**src/rtl/pipe_pkg.sv**
```systemverilog
// Shared types and payload layout for the EXE->MEM pipeline register.
// Single-bit control flags sit at the bottom of the flattened payload; wide fields are stacked above.
package pipe_pkg;

    typedef enum logic [1:0] {
        SK_EMPTY = 2'd0,
        SK_ONE   = 2'd1,
        SK_TWO   = 2'd2
    } skid_state_e;

    localparam int OFF_LWSRC     = 0;
    localparam int OFF_MOVSRC    = 1;
    localparam int OFF_REG_WRITE = 2;
    localparam int OFF_DM_READ   = 3;
    localparam int OFF_DM_WRITE  = 4;
    localparam int FLAG_W        = 5;

    localparam logic LW_ALU_SRC = 1'b0;
    localparam logic MV_ALU_SRC = 1'b0;

    function automatic int payload_width(input int data_w, input int raddr_w);
        return FLAG_W + raddr_w + 3 * data_w;
    endfunction

endpackage

```
**src/rtl/pipe_skid_buf.sv**
```systemverilog
// Generic 2-entry skid buffer: in_ready comes only from registered state, so no
// combinational path runs from out_ready back to in_ready.
module pipe_skid_buf
    import pipe_pkg::*;
#(
    parameter int             W       = 8,
    parameter logic [W-1:0]   RST_VAL = '0
) (
    input  logic         clk,
    input  logic         rst,
    input  logic         flush,
    input  logic         in_valid,
    output logic         in_ready,
    input  logic [W-1:0] in_data,
    output logic         out_valid,
    input  logic         out_ready,
    output logic [W-1:0] out_data
);

    skid_state_e  state;
    logic [W-1:0] main_q;
    logic [W-1:0] skid_q;
    logic         accept;
    logic         issue;

    assign in_ready  = (state != SK_TWO);
    assign out_valid = (state != SK_EMPTY);
    assign out_data  = main_q;
    assign accept    = in_valid & in_ready;
    assign issue     = out_valid & out_ready;

    // Payload registers only load on the transitions that move an entry; flush keeps stale data.
    always_ff @(posedge clk) begin
        if (rst) begin
            state  <= SK_EMPTY;
            main_q <= RST_VAL;
            skid_q <= RST_VAL;
        end else if (flush) begin
            state <= SK_EMPTY;
        end else begin
            case (state)
                SK_EMPTY: begin
                    if (accept) begin
                        main_q <= in_data;
                        state  <= SK_ONE;
                    end
                end
                SK_ONE: begin
                    if (accept && issue) begin
                        main_q <= in_data;
                    end else if (accept) begin
                        skid_q <= in_data;
                        state  <= SK_TWO;
                    end else if (issue) begin
                        state <= SK_EMPTY;
                    end
                end
                SK_TWO: begin
                    if (issue) begin
                        main_q <= skid_q;
                        state  <= SK_ONE;
                    end
                end
                default: state <= SK_EMPTY;
            endcase
        end
    end

endmodule

```
**src/rtl/exe_mem_skid_reg.sv**
```systemverilog
// EXE->MEM pipeline register built on a 2-entry skid buffer, with valid-qualified
// side-effect strobes and a saturating stall-cycle counter.
module exe_mem_skid_reg
    import pipe_pkg::*;
#(
    parameter int DATA_W  = 32,
    parameter int RADDR_W = 5,
    parameter int CNT_W   = 16
) (
    input  logic               clk,
    input  logic               rst,
    input  logic               flush,
    input  logic               exe_valid,
    output logic               exe_ready,
    input  logic [DATA_W-1:0]  exe_sw_o,
    input  logic [DATA_W-1:0]  exe_write_o,
    input  logic [DATA_W-1:0]  exe_alu_result,
    input  logic [RADDR_W-1:0] exe_write_addr_o,
    input  logic               exe_lwsrc,
    input  logic               exe_movsrc,
    input  logic               exe_reg_write,
    input  logic               exe_DM_read,
    input  logic               exe_DM_write,
    output logic               mem_valid,
    input  logic               mem_ready,
    output logic [DATA_W-1:0]  mem_sw_o,
    output logic [DATA_W-1:0]  mem_write_o,
    output logic [DATA_W-1:0]  mem_alu_result,
    output logic [RADDR_W-1:0] mem_write_addr_o,
    output logic               mem_lwsrc,
    output logic               mem_movsrc,
    output logic               mem_reg_write,
    output logic               mem_DM_read,
    output logic               mem_DM_write,
    output logic [CNT_W-1:0]   stall_cnt,
    input  logic               stall_clr
);

    localparam int OFF_WADDR = FLAG_W;
    localparam int OFF_ALU   = OFF_WADDR + RADDR_W;
    localparam int OFF_WRITE = OFF_ALU + DATA_W;
    localparam int OFF_SW    = OFF_WRITE + DATA_W;
    localparam int PAY_W     = payload_width(DATA_W, RADDR_W);

    localparam logic [PAY_W-1:0] PAY_RST = (PAY_W'(LW_ALU_SRC) << OFF_LWSRC)
                                         | (PAY_W'(MV_ALU_SRC) << OFF_MOVSRC);
    localparam logic [CNT_W-1:0] CNT_MAX = '1;

    logic [PAY_W-1:0] in_pay;
    logic [PAY_W-1:0] out_pay;

    assign in_pay = {exe_sw_o, exe_write_o, exe_alu_result, exe_write_addr_o,
                     exe_DM_write, exe_DM_read, exe_reg_write, exe_movsrc, exe_lwsrc};

    pipe_skid_buf #(
        .W       (PAY_W),
        .RST_VAL (PAY_RST)
    ) u_skid (
        .clk       (clk),
        .rst       (rst),
        .flush     (flush),
        .in_valid  (exe_valid),
        .in_ready  (exe_ready),
        .in_data   (in_pay),
        .out_valid (mem_valid),
        .out_ready (mem_ready),
        .out_data  (out_pay)
    );

    assign mem_sw_o         = out_pay[OFF_SW +: DATA_W];
    assign mem_write_o      = out_pay[OFF_WRITE +: DATA_W];
    assign mem_alu_result   = out_pay[OFF_ALU +: DATA_W];
    assign mem_write_addr_o = out_pay[OFF_WADDR +: RADDR_W];
    assign mem_lwsrc        = out_pay[OFF_LWSRC];
    assign mem_movsrc       = out_pay[OFF_MOVSRC];
    // Stored strobe bits persist after issue, so gating by valid keeps bubbles inert.
    assign mem_reg_write    = out_pay[OFF_REG_WRITE] & mem_valid;
    assign mem_DM_read      = out_pay[OFF_DM_READ] & mem_valid;
    assign mem_DM_write     = out_pay[OFF_DM_WRITE] & mem_valid;

    always_ff @(posedge clk) begin
        if (rst || stall_clr) begin
            stall_cnt <= '0;
        end else if (mem_valid && !mem_ready && !flush && (stall_cnt != CNT_MAX)) begin
            stall_cnt <= stall_cnt + CNT_W'(1);
        end
    end

endmodule

```
**config.mk**
```make
export PLATFORM = sky130hd
export DESIGN_NAME = exe_mem_skid_reg
export DESIGN_NICKNAME = d
export VERILOG_FILES = /design/src/rtl/pipe_pkg.sv /design/src/rtl/pipe_skid_buf.sv /design/src/rtl/exe_mem_skid_reg.sv
export SDC_FILE = /design/constraint.sdc
export NUM_CORES = 1
export LEC_CHECK = 0
export CAP_MARGIN = 25
export CORE_ASPECT_RATIO = 1.2
export CORE_UTILIZATION = 46
export CTS_BUF_LIST = sky130_fd_sc_hd__clkbuf_16
export DETAILED_ROUTE_END_ITERATION = 10
export PLACE_DENSITY = 0.84
export SLEW_MARGIN = 40
export SYNTH_ARGS = -nofsm -noshare
export SYNTH_HDL_FRONTEND = slang
export SYNTH_HIERARCHICAL = 1
export SYNTH_SLANG_ARGS = --single-unit
```
**constraint.sdc**
```tcl
create_clock -name clk -period 1.72 [get_ports clk]
set_input_delay 0.516 -clock clk [delete_from_list [all_inputs] [get_ports clk]]
set_output_delay 0.516 -clock clk [all_outputs]
set_load 0.02 [all_outputs]
```
# Word level (Yosys, flattened, before mapping)
# Cells that the tools add are included.
# Widths: inputs -> output; s select.
# op_classes
add_sub_neg	1
eq_ne	9
mux	10
bitwise_logic	7
reduce_logical	14
# ops
operator	n
$mux 106	3
$pmux 106 s3	1
$add 16x1->16 const B	1
$ne 16x16->1 const B	1
$mux 2	5
$reduce_and 4->1	2
$ne 2x1->1 const B	3
$pmux 2 s3	1
$and 1x1->1	5
$reduce_and 5->1	1
$logic_and 1x1->1	4
$ne 2x2->1 const B	2
$ne 3x1->1 const B	1
$reduce_bool 3->1	1
$eq 2x1->1 const B	1
$eq 2x2->1 const B	1
$logic_not 1->1	2
$logic_not 2->1	1
$not 1->1	2
$reduce_bool 2->1	1
$reduce_or 2->1	1
$logic_or 1x1->1	1
# totals
register_bits	230
elab_cells	45

# Logic depth before layout (Yosys ltp)
# Gate-level depths: netlist of run 1.
# logic_depth
word_depth	6
ltp_mapped	7
ltp_nobuf	5

# Cells and area by module
# Netlist of run 1, hierarchy kept.
# by_module_without_submodules
module	instances	cells_each	area_each_um2	seq_area_each_um2
pipe_skid_buf	1	1089	9634.2	4284.1
exe_mem_skid_reg	1	101	853.3	320.3

# Worst setup path after synthesis of run 1
# No wires, ideal clock.
# synth_path
path_kind	reg2reg
from	register u_skid.state[0]
to	register stall_cnt[14]
t_arrival_ns	1.786
slack_ns	-0.136
stages_incl_launch_ff	6
path_buffers	0
cell_sequence	dfxtp_1 -> or2_2 -> nor3b_4 -> nand3_4 -> or4_1 -> a21oi_1
# synth_between
elab_chain_len	4
# synth_lines
item	line	rtl
from (decl)	pipe_skid_buf.sv:20	skid_state_e state;
from (signal assigned)	pipe_skid_buf.sv:35	state <= SK_EMPTY;
from (signal assigned)	pipe_skid_buf.sv:39	state <= SK_EMPTY;
from (signal assigned)	pipe_skid_buf.sv:45	state <= SK_ONE;
$reduce_bool 2->1	pipe_skid_buf.sv:27	assign out_valid = (state != SK_EMPTY);
via mem_valid	exe_mem_skid_reg.sv:24	output logic mem_valid,
$logic_and 1x1->1 (3 in a row)	exe_mem_skid_reg.sv:84	end else if (mem_valid && !mem_ready && !flush && (stall_cnt != CNT_MAX)) begin
to (signal assigned)	exe_mem_skid_reg.sv:85	stall_cnt <= stall_cnt + CNT_W'(1);
to (decl)	exe_mem_skid_reg.sv:35	output logic [CNT_W-1:0] stall_cnt,
# The timed path passes the listed nets, and every way through them passes these cells.
# A chain may end at the register's enable or synchronous reset.

# Final worst setup path of run 1
# layout_path
from	register u_skid.state[0]
to	output mem_reg_write
# layout_between
elab_chain_len	2
# layout_lines
item	line	rtl
$reduce_bool 2->1	pipe_skid_buf.sv:27	
$and 1x1->1	exe_mem_skid_reg.sv:77	assign mem_reg_write = out_pay[OFF_REG_WRITE] & mem_valid;
to (decl)	exe_mem_skid_reg.sv:32	output logic mem_reg_write,
# No other way between the ends.

==> summary.md, run 1 <==
| Metric | Value |
|---|---|
| Status | `finished with violations` |
| Failing checks | `setup timing` |
| CTS Sinks | `230` |
| Number of detailed-route iterations in the first pass | `5` |
| Initial core utilization | `0.469` |
| Routability Congestion | `around 0.9` |
| Die X | `140 um` |
| Total core area | `~0.022 mm2` |
| Worst Setup End Kind | `output pin` |
| Netlist Area Pre-Place | `~0.010 mm2` |
| FF+latch count, synth | `230` |
| Worst-case clock buffer depth | `3` |
| Num CTS Buffers | `24` |
| CTS tree | `done` |
| Setup TNS | `-9.53 ns` |
| Pins Over Slew Limit | `0` |
| Ordered list of cells on the worst path | `or2_4 -> and2_4 -> buf_6` |
| Clk slew on worst S/H paths | `roughly 0.06 ns` |
| Class of the worst hold path | `in2reg` |
| Crit path buf inv count | `1` |
| Syn Inst Count | `1190` |
| 1st-iter DRT viols | `a little over 700` |
| Share of cells above drive strength 1 | `0.264` |
| Initial antenna violation count | `1` |
| Largest net degree at the start of global routing | `~100` |
| Crit path largest cell delay | `0.34 ns` |
| Die ar. | `0.0234 mm2` |
| Worst flop-to-flop path endpoint | `stall_cnt[11]$_SDFFE_PP0P_` |
| Hold Crit Depth | `2` |
| Post-synth top area cell | `dfxtp_1` |
| Layout area overhead | `50.2%` |
| Hold-fix buffers at CTS | `0` |
| R2r setup slk | `-0.17 ns` |
| Chip Height | `roughly 170 um` |
| I/O Pins | `approximately 240` |
| Total global-route track usage | `0.244` |
| Synth top area share | `0.439` |
| Maximum VDD drop | `~840 uV` |
| Distinct cell type count after synthesis | `50` |
| Min Hold Slack | `0.317 ns` |
| Clock root cell | `clkbuf_16` |
| Ranking of synthesized cells by area | `dfxtp_1 (44%), mux2i_1 (10%), nand2_1 (7.9%)` |
| Placement row count | `60` |
| Max Freq | `about 0.52 GHz` |
| CP max-delay cell | `dfxtp_4` |
| Final wirelength | `34800 um` |
| Hold Startpoint | `rst` |
| Critical R2R Launch | `u_skid/state[0]$_SDFFE_PP0P_` |
| H-tree Lvls | `1` |
| Seq/Total Area, Yosys | `0.439` |
| CP Launch Type | `flop` |
| Endpoints failing hold | `0` |
| Number of flops mapped to enable cells by yosys | `0` |
| Fin crit period | `1.92 ns` |
| Worst R2R Path Depth | `8` |
| # DRC | `0` |
| Worst slew pin tran | `about 0.67 ns` |
| Post-DP Area | `0.0135 mm2` |
| Clk_lat worst skew | `just over 0.5 ns` |
| Cell area after layout | `about 0.016 mm2` |
| Mapped Nets | `1303` |
| I/O Buffers | `around 240` |
| First-pass GRT wire length | `between 40000 and 50000 um` |
| Post-synth top flop | `dfxtp_1` |
| P per Cell Area | `roughly 780 mW/mm2` |
| Final period util | `1.12` |
| Syn_area_per_cell | `roughly 8.8 um2` |
| Worst Hold End | `u_skid/skid_q[98]$_SDFFE_PP0P_` |
| Vias after detailed routing | `10200` |
| Synthesis warning total | `6` |
| Post-DR wirelength/cell | `~20 um` |
| Pre-CTS WS | `-0.539 ns` |
| Grt ovf | `0` |
| Hpwl dp | `approximately 19000 um` |
| Slew headroom | `0.557` |
| Max Cap Viol | `0` |
| Remaining antenna violation count | `0` |
| P_leak | `between 6 and 7 nW` |
| WS Path Type | `reg2out` |
| Worst EP required | `between 1 and 1.5 ns` |
| Setup Skew | `about 0.016 ns` |
| Setup-failing EPs final | `approximately 170` |
| Asr flop ratio synth | `0` |
| Worst path top cell family by delay | `simple AND/OR/NAND/NOR gates` |
| Vias in the first global route | `between 9000 and 10000` |
| Arrival time worst endpoint | `around 1.4 ns` |
| Critical Path Stages | `3` |
| Critical path fanouts, max | `5` |
| Post-layout nets | `between 1500 and 2000` |
| Setup repair after global routing missed its margin | `yes` |
| Via/cell ratio | `5.90` |
| Final WS setup | `-0.203 ns` |
-- placed cells by master (no fill, tap or decap), types with 5 or more instances in the layout --
master and n:
clkbuf_2 20, a21oi_1 106, nor2b_1 107, o41ai_2 64, clkdlybuf4s50_1 108, dfxtp_2 14
o41ai_1 35, clkdlybuf4s15_2 17, clkbuf_16 38, a21oi_2 10, buf_4 48, dlygate4sd2_1 35
o41ai_4 10, o21ai_0 31, clkinv_2 5, buf_6 20, o21ai_2 41, mux2i_2 8
buf_2 5, buf_12 25, buf_16 6, or3_1 6, nand2_2 12, nand3_1 5
o21ai_1 40, clkdlybuf4s15_1 43, nand2_1 201, inv_1 9, nand2_4 9, mux2i_1 98
nand4_1 5, dfxtp_1 215
-- cell families (layout without fill, tap and decap cells) --
logic type               after synthesis  after routing  synth area share
AO/OA/AOI/OAI                        352            352             0.224
buffers and inverters                122            387            0.0580
adder cells (fa/ha/maj)                1              1           0.00119
other                                  0              1                 0
AND/OR/NAND/NOR                      379            380             0.177
flip-flops                           230            230             0.439
multiplexers                         106            106             0.101
-- sequential cells by signal, indices dropped and copies added (netlist names) --
name             cells
stall_cnt           16
u_skid/out_data    106
u_skid/skid_q      106
u_skid/state         2
-- metal layers --
metal / global-route usage / share of wire
met1: 0.285 / 0.39
met2: 0.435 / 0.51
met3: 0.0397 / 0.063
met4: 0.110 / 0.043
met5: 0 / 0
-- Yosys cell counts, types with 3 or more instances --
library cell	number
clkbuf_1	73
a21oi_1	116
and2_1	3
o41ai_2	18
nand4_1	5
o21ai_1	30
nor2b_1	107
o41ai_1	91
nand2_1	222
nor3_1	5
o21ai_0	83
mux2i_1	106
buf_4	14
buf_1	3
dfxtp_1	230
nor4_1	3
buf_2	21
nand3_1	5
buf_6	8
or3_1	7
nor2_1	4
-- power by group --
group	total [mW]	switching [mW]	internal [mW]
Combinational	1.90	1.02	0.876
Sequential	5.56	0.0806	5.48
Clock	4.88	2.13	2.75
Total	12.3	3.23	9.11
-- worst max path at each step --
stage,from,end
2_1_floorplan,stall_cnt[9]$_SDFFE_PP0P_,stall_cnt[14]$_SDFFE_PP0P_
3_3_place_gp,mem_ready,u_skid/skid_q[2]$_SDFFE_PP0P_
3_5_place_dp,mem_ready,u_skid/out_data[102]$_SDFFE_PP0P_
4_1_cts,u_skid/state[0]$_SDFFE_PP0P_,mem_reg_write
5_1_grt,u_skid/state[0]$_SDFFE_PP0P_,mem_reg_write
6_report,u_skid/state[0]$_SDFFE_PP0P_,mem_reg_write
-- worst reg2reg max path: cells and delay by family (launching register included) --
family          cells  cell delay [ns]
simple gates        3             0.88
buf+inv             3             0.38
flops               1             0.34
compound gates      2             0.22
-- timing repair --
item,CTS,global route
pin swaps,3,32
setup buffers,2,6
cloned,3,19
endpoints found under the setup margin,154,172
gates resized for setup,236,315
-- metrics by stage --
stage | power (mW) | cells | util
final | 12.3 | 1736 | 0.704
after global routing | 12.7 | 1736 | 0.704
after CTS | 12.0 | 1710 | 0.642
after detailed placement | 7.25 | 1664 | 0.605
after global placement | 7.22 | 1664 | 0.605
after floorplan | 6.41 | 1190 | -
-- final cells by class --
type                            instances  area [um2]
Timing Repair Buffer                  344        3770
Inverter                                2        7.51
Multi-Input combinational cell        839        6280
Fill cell                            1541        6620
Clock inverter                         16        92.6
Sequential cell                       230        4630
Tap cell                              279         349
Clock buffer                           25         626
Antenna cell                            1        2.50
No activity file was read; power rests on OpenSTA's default activity.
==> run 2: changes to the inputs <==
clock period = 1.6 ns   (was 1.72 ns; I/O delays follow)
==> run 2 against run 1 <==
Against the previous run: the flow finishes with violations (DRC, setup timing); clock skew up 0.0052 ns; largest power group unchanged; global-route usage up 0.83 points; largest cell class unchanged; critical endpoint is now u_skid/out_data[36]$_SDFFE_PP0P_; cell area up 8.2%; worst hold slack worse by 0.026 ns.
==> summary.md, run 2 (same netlist as run 1, synthesis figures left out) <==
| Metric | Value |
|---|---|
| CTS Sinks | `230 (unchanged)` |
| Util after Layout | `0.762 (+0.0576)` |
| Placement row count | `60 (unchanged)` |
| Pins Over Slew Limit | `0 (unchanged)` |
| Clock root cell | `clkbuf_16` |
| Routability Congestion | `0.861 (-1.7%)` |
| Class of the worst hold path | `in2reg` |
| I/O Pins | `236 (unchanged)` |
| Grt ovf | `0 (unchanged)` |
| Setup Skew | `0.0214 ns (+0.00517 ns)` |
| Layout area overhead | `62.5%` |
| Initial core utilization | `0.469 (unchanged)` |
| Setup repair after global routing missed its margin | `yes` |
| Slew headroom | `0.528 (-0.0289)` |
| Setup-failing EPs final | `140 (-16%)` |
| Total core area | `0.0224 mm2 (unchanged)` |
| Final period util | `1.21` |
| Worst Hold End | `u_skid/skid_q[5]$_SDFFE_PP0P_` |
| Worst R2R Path Depth | `6 (-2)` |
| Num CTS Buffers | `24 (unchanged)` |
| Cell area after layout | `0.0170 mm2 (+8.2%)` |
| Die ar. | `0.0234 mm2 (unchanged)` |
| P per Cell Area | `812 mW/mm2 (+3.7%)` |
| R2r setup slk | `-0.33 ns (-0.16 ns)` |
| Remaining antenna violation count | `0 (unchanged)` |
| P_leak | `7.33 nW (+8.7%)` |
| Vias in the first global route | `9553 (+1.8%)` |
| Chip Height | `167 um (unchanged)` |
| Crit path launch | `u_skid/state[0]$_SDFFE_PP0P_` |
| H-tree Lvls | `1 (unchanged)` |
| Worst flop-to-flop path endpoint | `u_skid/out_data[36]$_SDFFE_PP0P_` |
| Hpwl dp | `19000 um (about the same)` |
| Clk slew on worst S/H paths | `0.06 ns (about the same)` |
| Initial antenna violation count | `3 (+2)` |
| Highest-count cells in the layout ignoring fill and taps | `dfxtp_1 (213), nand2_1 (168), clkdlybuf4s50_1 (107)` |
| Post-layout nets | `1588 (+2.2%)` |
| Status | `finished with violations` |
| Fillers | `1406 (-8.8%)` |
| Post-DP Area | `0.0135 mm2 (about the same)` |
| 1st-iter DRT viols | `756 (+7.4%)` |
| Via/cell ratio | `6.10 (+3.4%)` |
| Worst EP required | `1.97 ns (+0.77 ns)` |
| Largest net degree at the start of global routing | `93 (-7.9%)` |
| Hold Crit Depth | `2 (unchanged)` |
| Number of detailed-route iterations in the first pass | `8 (+3)` |
| Max Cap Viol | `0 (unchanged)` |
| Maximum VDD drop | `867 uV (+3.3%)` |
| First-pass GRT wire length | `48500 um (+2.9%)` |
| Worst slew pin tran | `0.708 ns (+0.0433 ns)` |
| Final WS setup | `-0.335 ns (-0.132 ns)` |
| Final wirelength | `41300 um (+19%)` |
| Fin crit period | `slightly below 2 ns` |
| Setup TNS | `-8.62 ns (+0.905 ns)` |
| CTS tree | `done` |
| Clk_lat worst skew | `0.51 ns (about the same)` |
| Total global-route track usage | `0.252 (+0.00831)` |
| Commonest non-fill, non-tap cell in the layout | `dfxtp_1` |
| I/O Buffers | `235 (unchanged)` |
| Worst-case clock buffer depth | `3 (unchanged)` |
| Vias after detailed routing | `10800 (+5.6%)` |
| CP Launch Type | `flop` |
| Die X | `140 um (unchanged)` |
| Arrival time worst endpoint | `2.30 ns (+0.89 ns)` |
| Max Freq | `approximately 0.52 GHz` |
| Hold Startpoint | `rst` |
| Critical path fanouts, max | `18 (+13)` |
| Endpoints failing hold | `0 (unchanged)` |
| Failing checks | `DRC, setup timing` |
| Worst Setup End Kind | `flop` |
| Critical R2R Launch | `u_skid/state[0]$_SDFFE_PP0P_` |
| WS Path Type | `reg2reg` |
| Share of cells above drive strength 1 | `0.409 (+0.144)` |
| # DRC | `1 (+1)` |
| Post-DR wirelength/cell | `23.3 um (+16%)` |
run 2: worst max-delay path, cell delays in order (launching register included):
cell      delay [ns]
dfxtp_4         0.34
buf_4           0.14
nand2b_4        0.17
buf_12          0.13
buf_8           0.23
mux2i_1         0.62
o41ai_4         0.13
run 2: worst max path at each step:
stage	endpoint	slack, ns	cells after the start
2_1_floorplan	stall_cnt[14]$_SDFFE_PP0P_	-0.06	4
3_3_place_gp	stall_cnt[13]$_SDFFE_PP0P_	-0.60	5
3_5_place_dp	u_skid/out_data[36]$_SDFFE_PP0P_	-0.66	6
4_1_cts	mem_DM_read	-0.29	3
5_1_grt	mem_DM_read	-0.33	3
6_report	u_skid/out_data[36]$_SDFFE_PP0P_	-0.33	6
run 2: per-stage QoR:
step,cells,hold slack (ns),total power [mW],worst slack [ns]
after floorplan,1190,0.436,6.90,-0.0552
after global placement,1660,0.440,7.75,-0.600
after detailed placement,1660,0.446,7.79,-0.656
after CTS,1718,0.268,13.3,-0.286
after global routing,1774,0.290,14.2,-0.333
final,1774,0.291,13.8,-0.335
run 2: timing repair:
item / CTS / global route
hold buffers: 0 / 0
setup buffers: 7 / 18
gates cloned: 8 / 41
pin swaps: 15 / 98
endpoints found under the setup margin: 340 / 233
resized for setup: 520 / 436
run 2: cell type report:
type                    count  area (um2)  share of cell area
multi-input cells         840        6950               0.408
flip-flops and latches    230        4630               0.272
repair buffers            377        4320               0.253
clock buffers              25         626              0.0367
well taps                 279         349              0.0205
clock inverters            18         155             0.00910
inverters                   2        7.51            0.000440
diodes                      3        7.51            0.000440
run 2: per-layer routing:
metal | routed length (um) | vias to the layer above | GRT usage
met1 | 15500 | 5236 | 0.299
met2 | 20700 | 550 | 0.437
met5 | 0 | - | 0
met4 | 2450 | 0 | 0.130
met3 | 2620 | 166 | 0.0409
li1 | - | 4868 | -
run 2: power breakdown:
part | switching [mW] | leakage, nW | total (mW) | internal (mW)
sequential | 0.0939 | 1.88 | 5.98 | 5.89
combinational | 1.20 | 5.05 | 2.21 | 1.01
clock | 2.35 | 0.405 | 5.64 | 3.29
total | 3.64 | 7.33 | 13.8 | 10.2
==> run 3: changes to the inputs <==
PLACE_DENSITY = 0.77   (was 0.84)
==> run 3 against run 2 <==
Against the previous run: the run ends with setup timing left; combinational power is 21% higher; clock skew is 0.0095 ns lower; non-clock buffer count is 6 higher; flip-flop and latch count stayed put; global-route usage is 6.1 points higher; worst setup slack better by 0.0077 ns; largest power group unchanged; highest routed layer is now met5.
==> summary.md, run 3 (same netlist as run 1, synthesis figures left out) <==
| Metric | Value |
|---|---|
| Status | `finished with violations` |
| Failing checks | `setup timing` |
| H-tree Lvls | `1 (unchanged)` |
| I/O Buffers | `235 (unchanged)` |
| Layout area overhead | `65.2%` |
| CTS Sinks | `230 (unchanged)` |
| Critical path fanouts, max | `5 (-13)` |
| Initial antenna violation count | `4 (+1)` |
| Clock root cell | `clkbuf_16` |
| Total core area | `0.0224 mm2 (unchanged)` |
| Max Cap Viol | `0 (unchanged)` |
| Placement row count | `60 (unchanged)` |
| Grt ovf | `0 (unchanged)` |
| Chip Height | `167 um (unchanged)` |
| Die ar. | `0.0234 mm2 (unchanged)` |
| Cell area after layout | `0.0173 mm2 (+1.7%)` |
| Remaining antenna violation count | `0 (unchanged)` |
| # DRC | `0 (-1)` |
| Pins Over Slew Limit | `0 (unchanged)` |
| Setup repair after global routing missed its margin | `yes` |
| Final period util | `1.20 (-0.00479)` |
| Post-DP Area | `0.0135 mm2 (-0.18%)` |
| Setup TNS | `-23.49 ns (-14.86 ns)` |
| Routability Congestion | `0.928 (+7.8%)` |
| CTS tree | `done` |
| Num CTS Buffers | `23 (-4.2%)` |
| P_leak | `7.51 nW (+2.5%)` |
| Commonest non-fill, non-tap cell in the layout | `nand2_1` |
| Hpwl dp | `18800 um (-0.75%)` |
| CP Launch Type | `flop` |
| Worst EP required | `1.99 ns (+0.02 ns)` |
| Fillers | `1267 (-9.9%)` |
| Worst path top cell family by delay | `simple AND/OR/NAND/NOR gates` |
| Slew headroom | `0.383 (-0.145)` |
| Hold-fix buffers at CTS | `0 (unchanged)` |
| Crit path buf inv count | `1 (-2)` |
| Util after Layout | `0.775 (+0.0128)` |
| Final WS setup | `-0.327 ns (+0.00766 ns)` |
| Fin crit period | `1.93 ns (-0.00766 ns)` |
| Max Freq | `0.519 GHz (+0.40%)` |
| CP most frequent cell | `nor4b_4` |
| Ordered list of cells on the worst path | `or2_4 -> buf_4 -> or3b_4 -> nor4b_4 -> nor4b_4 -> nor3_1` |
| Share of cells above drive strength 1 | `0.388 (-0.0205)` |
| Class of the worst hold path | `in2reg` |
| Maximum VDD drop | `692 uV (-20%)` |
| Setup Skew | `0.0120 ns (-0.00945 ns)` |
| P per Cell Area | `803 mW/mm2 (-1.1%)` |
| Initial core utilization | `0.469 (unchanged)` |
| Number of detailed-route iterations in the first pass | `5 (-3)` |
| Endpoints failing hold | `0 (unchanged)` |
| First-pass GRT wire length | `58500 um (+21%)` |
| Highest-count cells in the layout ignoring fill and taps | `nand2_1 (217), dfxtp_1 (215), buf_2 (118)` |
| Worst Setup End Kind | `flop` |
| Vias after detailed routing | `11200 (+3.7%)` |
| CP max-delay cell | `or3b_4` |
| Die X | `140 um (unchanged)` |
| Setup-failing EPs final | `182 (+30%)` |
| Clk_lat worst skew | `0.52 ns (about the same)` |
| Vias in the first global route | `10800 (+13%)` |
| Worst-case clock buffer depth | `3 (unchanged)` |
| Total global-route track usage | `0.313 (+0.0609)` |
| Clk slew on worst S/H paths | `0.07 ns (about the same)` |
| Final wirelength | `43600 um (+5.4%)` |
| 1st-iter DRT viols | `887 (+17%)` |
| Worst slew pin tran | `0.925 ns (+0.217 ns)` |
| Post-DR wirelength/cell | `24.5 um (+5.2%)` |
| Largest net degree at the start of global routing | `84 (-9.7%)` |
| Arrival time worst endpoint | `2.32 ns (+0.02 ns)` |
| WS Path Type | `reg2reg` |
| Via/cell ratio | `6.31 (+3.5%)` |
| Post-layout nets | `1593 (+0.31%)` |
| Crit path largest cell delay | `0.41 ns (-0.21 ns)` |
| I/O Pins | `236 (unchanged)` |
-- run 3: changes by cell type in the layout (fill, tap and decap cells not counted), sizes merged --
| cell | change |
|---|---|
| bufbuf | -2 |
| buf | +53 |
| clkdlybuf4s15 | -25 |
| clkinv | +5 |
| clkbuf | -21 |
| clkinvlp | -1 |
| inv | -3 |
| bufinv | -2 |
-- run 3: worst register-to-register path: stages, from the launching register on --
cell     delay [ns]
dfxtp_4        0.35
or2_4          0.14
buf_4          0.12
or3b_4         0.41
nor4b_4        0.37
nor4b_4        0.32
nor3_1         0.09
-- run 3: worst paths after layout --
kind / startpoint / end / slack (ns) / cells past startpoint
setup reg to reg: u_skid/state[0]$_SDFFE_PP0P_ / stall_cnt[13]$_SDFFE_PP0P_ / -0.33 / 6
hold / removal: rst / u_skid/out_data[104]$_SDFFE_PP0P_ / 0.25 / 2
setup / recovery: u_skid/state[0]$_SDFFE_PP0P_ / stall_cnt[13]$_SDFFE_PP0P_ / -0.33 / 6
hold reg to reg: u_skid/skid_q[79]$_SDFFE_PP0P_ / u_skid/skid_q[79]$_SDFFE_PP0P_ / 0.46 / 2
-- run 3: report_power, final --
group / internal (mW) / leakage, nW / switching, mW
combinational: 1.22 / 5.28 / 1.46
clock: 2.87 / 0.357 / 2.38
sequential: 5.88 / 1.87 / 0.0982
total: 9.97 / 7.51 / 3.94
-- run 3: final cells by class --
| cell class | count | area [um2] | share of cell area |
|---|---|---|---|
| well taps | 279 | 349 | 0.0201 |
| diodes | 3 | 7.51 | 0.000433 |
| clock buffers | 24 | 601 | 0.0347 |
| clock inverters | 17 | 101 | 0.00585 |
| inverters | 2 | 7.51 | 0.000433 |
| multi-input cells | 840 | 7430 | 0.429 |
| repair buffers | 383 | 4200 | 0.243 |
| flip-flops and latches | 230 | 4630 | 0.267 |
-- run 3: routing by layer --
| metal | part of all wire | vias to the layer above | track usage |
|---|---|---|---|
| met2 | 0.50 | 624 | 0.555 |
| met4 | 0.057 | 2 | 0.166 |
| met1 | 0.37 | 5542 | 0.363 |
| met5 | 0.00028 | - | 0 |
| met3 | 0.065 | 180 | 0.0443 |
| li1 | - | 4873 | - |
-- run 3: repair_timing --
action                                  in CTS  in global routing
setup buffers                               31                 15
endpoints found under the setup margin     331                258
pin swaps                                   89                 41
hold endpoints to repair                     0                  0
resized for setup                          820                212
gates cloned                                31                 17
-- run 3: metrics by stage --
| step | power (mW) | hold WS (ns) | worst slack [ns] | std cells |
|---|---|---|---|---|
| finish | 13.9 | 0.251 | -0.327 | 1778 |
| global placement | 7.75 | 0.440 | -0.607 | 1655 |
| global route | 14.3 | 0.252 | -0.341 | 1778 |
| CTS | 13.7 | 0.237 | -0.298 | 1758 |
| floorplan | 6.90 | 0.436 | -0.0552 | 1190 |
| detailed placement | 7.78 | 0.445 | -0.635 | 1655 |
